### src/rtl/board_pkg.sv
// rtl/board_pkg.sv - shared mode/result codes and FSM state type for the board controller
package board_pkg;

    localparam logic [1:0] MODE_BLANK  = 2'b00;
    localparam logic [1:0] MODE_SHIP   = 2'b01;
    localparam logic [1:0] MODE_ATTACK = 2'b10;
    localparam logic [1:0] MODE_HITS   = 2'b11;

    localparam logic [1:0] RES_NONE = 2'b00;
    localparam logic [1:0] RES_MISS = 2'b01;
    localparam logic [1:0] RES_HIT  = 2'b10;
    localparam logic [1:0] RES_REJ  = 2'b11;

    typedef enum logic [1:0] {
        ST_IDLE  = 2'b00,
        ST_ARMED = 2'b01,
        ST_OVER  = 2'b10
    } state_e;

endpackage

### src/rtl/board_col_scan.sv
// rtl/board_col_scan.sv - column prescaler, column index and one-hot column drive
module board_col_scan #(
    parameter int COLS     = 5,
    parameter int SCAN_DIV = 50000,
    localparam int CW      = $clog2(COLS),
    localparam int PW      = $clog2(SCAN_DIV)
) (
    input  logic            clk,
    input  logic            clr_n,
    output logic [CW-1:0]   col_idx_o,
    output logic [CW-1:0]   col_next_o,
    output logic [COLS-1:0] m_col_o
);

    logic [PW-1:0]   pre_q, pre_d;
    logic [CW-1:0]   col_q, col_d;
    logic [COLS-1:0] m_col_q, m_col_d;
    logic            tc;

    // Prescaler terminal count advances the column; the one-hot drive follows the next index
    always_comb begin
        tc      = (pre_q == PW'(SCAN_DIV - 1));
        pre_d   = tc ? '0 : pre_q + PW'(1);
        col_d   = col_q;
        if (tc) begin
            col_d = (col_q == CW'(COLS - 1)) ? '0 : col_q + CW'(1);
        end
        m_col_d = COLS'(1) << col_d;
    end

    // Scan state registers; reset restarts at column 0
    always_ff @(posedge clk or negedge clr_n) begin
        if (!clr_n) begin
            pre_q   <= '0;
            col_q   <= '0;
            m_col_q <= COLS'(1);
        end else begin
            pre_q   <= pre_d;
            col_q   <= col_d;
            m_col_q <= m_col_d;
        end
    end

    assign col_idx_o  = col_q;
    assign col_next_o = col_d;
    assign m_col_o    = m_col_q;

endmodule

### src/rtl/board_scan_ctrl.sv
// rtl/board_scan_ctrl.sv - battleship board controller with column-scanned LED matrix output
module board_scan_ctrl
    import board_pkg::*;
#(
    parameter int ROWS     = 7,
    parameter int COLS     = 5,
    parameter int SCAN_DIV = 50000,
    localparam int RW      = $clog2(ROWS),
    localparam int CW      = $clog2(COLS),
    localparam int SW      = $clog2(ROWS*COLS+1)
) (
    input  logic                 clk,
    input  logic                 clr_n,
    input  logic                 new_game,
    input  logic [1:0]           mode,
    input  logic [ROWS*COLS-1:0] ship_map,
    input  logic [RW-1:0]        row_sel,
    input  logic [CW-1:0]        col_sel,
    input  logic                 fire,
    output logic [COLS-1:0]      m_col,
    output logic [ROWS-1:0]      m_line,
    output logic [SW-1:0]        shot_cnt,
    output logic [SW-1:0]        hit_cnt,
    output logic [1:0]           last_result,
    output logic                 game_over
);

    localparam int CELLS = ROWS * COLS;
    localparam int IW    = $clog2(CELLS);

    state_e           state_q;
    logic [CELLS-1:0] ship_q, shot_q, hit_q;
    logic [SW-1:0]    shot_cnt_q, hit_cnt_q;
    logic [1:0]       result_q;
    logic             over_q;
    logic             fire_s1_q, fire_s2_q, fire_prev_q;
    logic [ROWS-1:0]  m_line_q, m_line_d;

    logic             fire_pulse;
    logic             in_range;
    logic [IW-1:0]    cell_idx;
    logic             cell_shot, cell_ship;
    logic [SW-1:0]    ship_cnt;
    logic [SW-1:0]    shot_cnt_d, hit_cnt_d;
    logic [CW-1:0]    col_idx, col_next;
    logic [CELLS-1:0] src;
    logic [IW-1:0]    pix_idx;

    board_col_scan #(
        .COLS     (COLS),
        .SCAN_DIV (SCAN_DIV)
    ) u_col_scan (
        .clk        (clk),
        .clr_n      (clr_n),
        .col_idx_o  (col_idx),
        .col_next_o (col_next),
        .m_col_o    (m_col)
    );

    // Two-flop synchroniser plus a delayed copy for rising-edge detection of the button
    always_ff @(posedge clk or negedge clr_n) begin
        if (!clr_n) begin
            fire_s1_q   <= 1'b0;
            fire_s2_q   <= 1'b0;
            fire_prev_q <= 1'b0;
        end else begin
            fire_s1_q   <= fire;
            fire_s2_q   <= fire_s1_q;
            fire_prev_q <= fire_s2_q;
        end
    end

    assign fire_pulse = fire_s2_q & ~fire_prev_q;

    // Target decode, latched ship count and saturating counter increments
    always_comb begin
        in_range   = (int'(row_sel) < ROWS) && (int'(col_sel) < COLS);
        cell_idx   = IW'(int'(row_sel) * COLS + int'(col_sel));
        cell_shot  = shot_q[cell_idx];
        cell_ship  = ship_q[cell_idx];
        ship_cnt   = '0;
        for (int i = 0; i < CELLS; i++) begin
            ship_cnt = ship_cnt + SW'(ship_q[i]);
        end
        shot_cnt_d = (shot_cnt_q == SW'(CELLS)) ? shot_cnt_q : shot_cnt_q + SW'(1);
        hit_cnt_d  = (hit_cnt_q  == SW'(CELLS)) ? hit_cnt_q  : hit_cnt_q  + SW'(1);
    end

    // Game FSM with marks, counters and result; new_game wins over a coincident shot
    always_ff @(posedge clk or negedge clr_n) begin
        if (!clr_n) begin
            state_q    <= ST_IDLE;
            ship_q     <= '0;
            shot_q     <= '0;
            hit_q      <= '0;
            shot_cnt_q <= '0;
            hit_cnt_q  <= '0;
            result_q   <= RES_NONE;
            over_q     <= 1'b0;
        end else if (new_game) begin
            state_q    <= ST_IDLE;
            shot_q     <= '0;
            hit_q      <= '0;
            shot_cnt_q <= '0;
            hit_cnt_q  <= '0;
            result_q   <= RES_NONE;
            over_q     <= 1'b0;
        end else begin
            case (state_q)
                ST_IDLE: begin
                    if (mode == MODE_ATTACK) begin
                        state_q <= ST_ARMED;
                        ship_q  <= ship_map;
                    end
                end
                ST_ARMED: begin
                    if (mode != MODE_ATTACK) begin
                        state_q <= ST_IDLE;
                    end
                    if (fire_pulse) begin
                        if (!in_range || cell_shot) begin
                            result_q <= RES_REJ;
                        end else begin
                            shot_q[cell_idx] <= 1'b1;
                            shot_cnt_q       <= shot_cnt_d;
                            if (cell_ship) begin
                                hit_q[cell_idx] <= 1'b1;
                                hit_cnt_q       <= hit_cnt_d;
                                result_q        <= RES_HIT;
                                if ((hit_cnt_d == ship_cnt) && (ship_cnt != '0)) begin
                                    state_q <= ST_OVER;
                                    over_q  <= 1'b1;
                                end
                            end else begin
                                result_q <= RES_MISS;
                            end
                        end
                    end
                end
                ST_OVER: begin
                    state_q <= ST_OVER;
                end
                default: begin
                    state_q <= ST_IDLE;
                end
            endcase
        end
    end

    // Row data for the column about to be driven, so column and data change together
    always_comb begin
        unique case (mode)
            MODE_BLANK:  src = '0;
            MODE_SHIP:   src = ship_map;
            MODE_ATTACK: src = shot_q;
            MODE_HITS:   src = hit_q;
            default:     src = '0;
        endcase
        m_line_d = '1;
        pix_idx  = '0;
        for (int r = 0; r < ROWS; r++) begin
            pix_idx     = IW'(r * COLS + int'(col_next));
            m_line_d[r] = ~src[pix_idx];
        end
    end

    // Registered active-low row drive
    always_ff @(posedge clk or negedge clr_n) begin
        if (!clr_n) begin
            m_line_q <= '1;
        end else begin
            m_line_q <= m_line_d;
        end
    end

    logic unused_col_idx;
    assign unused_col_idx = ^col_idx;

    assign m_line      = m_line_q;
    assign shot_cnt    = shot_cnt_q;
    assign hit_cnt     = hit_cnt_q;
    assign last_result = result_q;
    assign game_over   = over_q;

endmodule
### config.mk
export PLATFORM = sky130hd
export DESIGN_NAME = board_scan_ctrl
export DESIGN_NICKNAME = d
export VERILOG_FILES = /design/src/rtl/board_pkg.sv /design/src/rtl/board_col_scan.sv /design/src/rtl/board_scan_ctrl.sv
export SDC_FILE = /design/constraint.sdc
export NUM_CORES = 1
export LEC_CHECK = 0
export ABC_AREA = 1
export CORE_ASPECT_RATIO = 1.2
export CORE_MARGIN = 5
export CORE_UTILIZATION = 54
export CTS_CLUSTER_DIAMETER = 60
export DETAILED_ROUTE_END_ITERATION = 6
export HOLD_SLACK_MARGIN = 0.12
export MAX_ROUTING_LAYER = met4
export PLACE_DENSITY = 0.76
export SLEW_MARGIN = 25
export SYNTH_ARGS = -nofsm -noshare
export SYNTH_HDL_FRONTEND = slang
export SYNTH_HIERARCHICAL = 1
export SYNTH_SLANG_ARGS = --single-unit
### constraint.sdc
create_clock -name clk -period 4.73 [get_ports clk]
set_input_delay 1.419 -clock clk [delete_from_list [all_inputs] [get_ports clk]]
set_output_delay 1.419 -clock clk [all_outputs]
set_load 0.01 [all_outputs]
==> key figures, run 1 <==
Die
  • Io pins: between 70 and 80
  • Starting Density: 0.548
  • Die area: around 22000 um^2
  • Die H: between 150 and 200 um
  • Cell Rows: 55
  • Core area: 18900 um^2
  • Die width: ~140 um

Logic synthesis
  • Yosys warnings: 6
  • Seq/Total Area, Yosys: 0.379
  • Ys flop type: dfrtp_1
  • Number of synthesized flops with an enable pin: 0
  • Avg Inst Size Synth: approximately 7.1 um^2
  • Syn Std Cell Area: about 10000 um^2
  • Cells after synthesis: approximately 1400
  • Count of cell types in the netlist: between 40 and 50
  • Mapped Nets: about 1600
  • Post-synth ARST share: 1.00
  • Synthesized flop and latch total: around 160

GRT
  • Largest net degree at the start of global routing: between 90 and 100
  • Overflow after GRT: 0
  • First-pass GRT wire length: between 40000 and 50000 um
  • Initial antenna violation count: 0
  • All-layer global routing usage: 0.292
  • Vias in the first global route: approximately 9600

Run status
  • Status: complete, but fails checks
  • Failing checks: design-rule violations, negative setup slack

Worst setup path
  • WP data arrival: 5.35 ns
  • Critical-path cell list: fa_1 -> fa_1 -> inv_2 -> fa_1 -> inv_2 -> fa_1 -> fa_1 -> inv_2 -> fa_1 -> fa_2 -> inv_2 -> nand2_4 -> nand2_4 -> nand2_4 -> nand2_4 -> nand2_2 -> nand2_1 -> nand2_1 -> nor2_1 -> nand3_1 -> nor2_1 -> nand2_1 -> nand2_1 -> a21oi_1
  • Critical path's slowest cell: fa_1
  • CP Class: reg -> reg
  • R2r setup slk: -0.31 ns
  • Crit path required time: just over 5 ns
  • CP peak stage delay: 0.54 ns
  • Cell repeated most along the worst path: fa_1
  • CP Capture Type: register
  • CP startpoint kind: register
  • Crit Path Max Fanout: 3

Job
  • Max-Cap Viols: 0

Timing
  • Slew headroom: 0.398
  • Worst Hold Margin: between 0.3 and 0.4 ns
  • Clock skew: 0.00936 ns
  • Setup TNS: -0.823 ns
  • Max Freq: between 0.15 and 0.2 GHz
  • Period utilization: 1.06
  • Endpoints failing hold: 0
  • Endpoints failing setup: 3
  • Slew @ Worst Pin: roughly 0.9 ns
  • RSZ-0062 raised after global routing: yes
  • Slack of the critical path: -0.307 ns
  • Max-slew violations: 0
  • Fin crit period: between 5 and 6 ns

Finish
  • Ant diodes: 0
  • # fillers: approximately 1700
  • Final Util: 0.653
  • Share of cells above drive strength 1: 0.0985
  • Area Growth Syn to Fin: 19.1%
  • Final Instance Area: 12300 um^2
  • Commonest non-fill, non-tap cell in the layout: nand2_1
  • Nets: about 1700
  • Commonest non-fill, non-tap cells in the layout: nand2_1, inv_1, dfrtp_1

Clocking
  • CTS Root Cell: clkbuf_16
  • Clk sink count: approximately 160
  • Clock Tree Buf Depth: 2
  • Htree depth: 4
  • Clk Latency, worst-skew pair: around 0.44 ns
  • CTS tree: built
  • CTS Hold Buffers Added: 0
  • Worst-path clk slew: about 0.07 ns
  • TritonCTS Buffers: 17

Placed design
  • DP HPWL: 22300 um
  • PortBufs: 73
  • GPL Wtd Cong: ~0.91
  • DP Area: ~12000 um^2

Power
  • Power Density: a little over 800 nW/um^2
  • Peak VDD IR: between 1.5 and 2 mV
  • Overall power: 10.2 mW
  • P_leak: ~6 nW

Worst hold path
  • Type of the worst min-delay path: reg -> reg

Drt
  • Antenna viol nets, final: 0
  • TritonRoute pass-1 iters: 7
  • # DRC: 4
  • Final WL: about 30000 um
  • Drt wl/cell: 17.0 um
  • Via density: 5.45
  • Vias: just under 10000
  • DRT iter0 DRCs: 930
==> repair_timing <==
| action | in CTS | in global routing |
|---|---|---|
| pin swaps | 6 | 4 |
| setup buffers | 0 | 2 |
| endpoints found under the setup margin | 3 | 18 |
| resized for setup | 3 | 14 |
| cloned | 0 | 2 |
==> cell usage after synthesis (7+ instances only) <==
master	n	share of area
ha_1	29	0.035
o211ai_1	24	0.017
nand4_1	10	0.0061
dfstp_2	8	0.020
clkbuf_1	35	0.013
nor2_1	133	0.048
buf_2	8	0.0039
a21oi_1	111	0.054
o221ai_1	22	0.019
inv_1	229	0.083
fa_1	27	0.052
mux2_2	8	0.0087
o21ai_0	64	0.031
o22ai_1	7	0.0042
nand3_1	82	0.040
dfrtp_1	148	0.36
nand2_1	432	0.16
==> area by class of cell <==
class | count | area [um^2] | share of cell area
Clock buffer | 26 | 499 | 0.0405
Timing Repair Buffer | 137 | 1290 | 0.105
Sequential cell | 156 | 3910 | 0.318
Multi-Input combinational cell | 1000 | 5330 | 0.433
Inverter | 239 | 898 | 0.0729
Tap cell | 256 | 320 | 0.0260
Clock inverter | 5 | 58.8 | 0.00477
==> path summary, 6_finish.rpt <==
check,cells after the start,startpoint,endpoint
worst max-delay path,24,ship_q[17],state_q[0]
worst min-delay path,0,fire_s1_q,fire_s2_q
worst max register to register,24,ship_q[17],state_q[0]
worst min register to register,0,fire_s1_q,fire_s2_q
max in group asynchronous,2,clr_n,shot_q[32]
min in group asynchronous,1,clr_n,ship_q[17]
==> through the flow <==
step                      std cells  setup WS, ns
after floorplan                1449       -0.0926
after CTS                      1815        -0.327
final                          1819        -0.307
after global placement         1784        -0.355
after global routing           1819        -0.597
after detailed placement       1784        -0.376
==> layer usage <==
metal	GRT usage	share of wire	vias to the layer above
li1	-	-	4764
met1	0.377	0.41	4648
met2	0.467	0.47	433
met3	0.0442	0.073	76
met4	0.107	0.041	0
met5	-	0	-
==> cell families (layout without fill, tap and decap cells) <==
family | Yosys count | after routing | share of synthesized area
and+or+nand+nor | 687 | 687 | 0.272
buffers and inverters | 293 | 407 | 0.112
AOI/OAI and AO/OA | 237 | 237 | 0.131
DFF | 156 | 156 | 0.379
adders and majority gates | 56 | 56 | 0.0874
xor gates and xnor gates | 10 | 10 | 0.00847
muxes | 10 | 10 | 0.0107
==> sequential cells by signal, indices dropped and copies added (netlist names) <==
register              count
m_line                    7
fire_s1_q                 1
shot_q                   35
state_q                   2
u_col_scan/col_idx_o      3
ship_q                   35
game_over                 1
hit_q                    35
shot_cnt                  6
last_result               2
u_col_scan/pre_q         16
fire_s2_q                 1
hit_cnt                   6
u_col_scan/m_col_o        5
fire_prev_q               1
==> critical path, delay by kind of cell (launching register included) <==
family / cells / cell delay, ns
buffers and inverters: 4 / 0.23
AO/OA/AOI/OAI: 1 / 0.06
flip-flops: 1 / 0.40
AND/OR/NAND/NOR: 12 / 0.86
adder cells (fa/ha/maj): 7 / 3.37
==> report_power, final <==
part	internal, mW	switching (mW)	leakage, nW
sequential	1.41	0.0591	2.06
clock	0.777	0.540	0.267
combinational	3.16	4.27	3.56
total	5.35	4.87	5.88
Note: power is estimated with default switching activity, not from simulation.
==> run 2, diff against run 1 <==
--- a/config.mk
+++ b/config.mk
@@ -6,6 +6,7 @@
 export NUM_CORES = 1
 export LEC_CHECK = 0
 export ABC_AREA = 1
+export CAP_MARGIN = 20
 export CORE_ASPECT_RATIO = 1.2
 export CORE_MARGIN = 5
 export CORE_UTILIZATION = 54
==> results of run 2 <==
No change in the layout: final DEF, timing and power equal those of run 1.
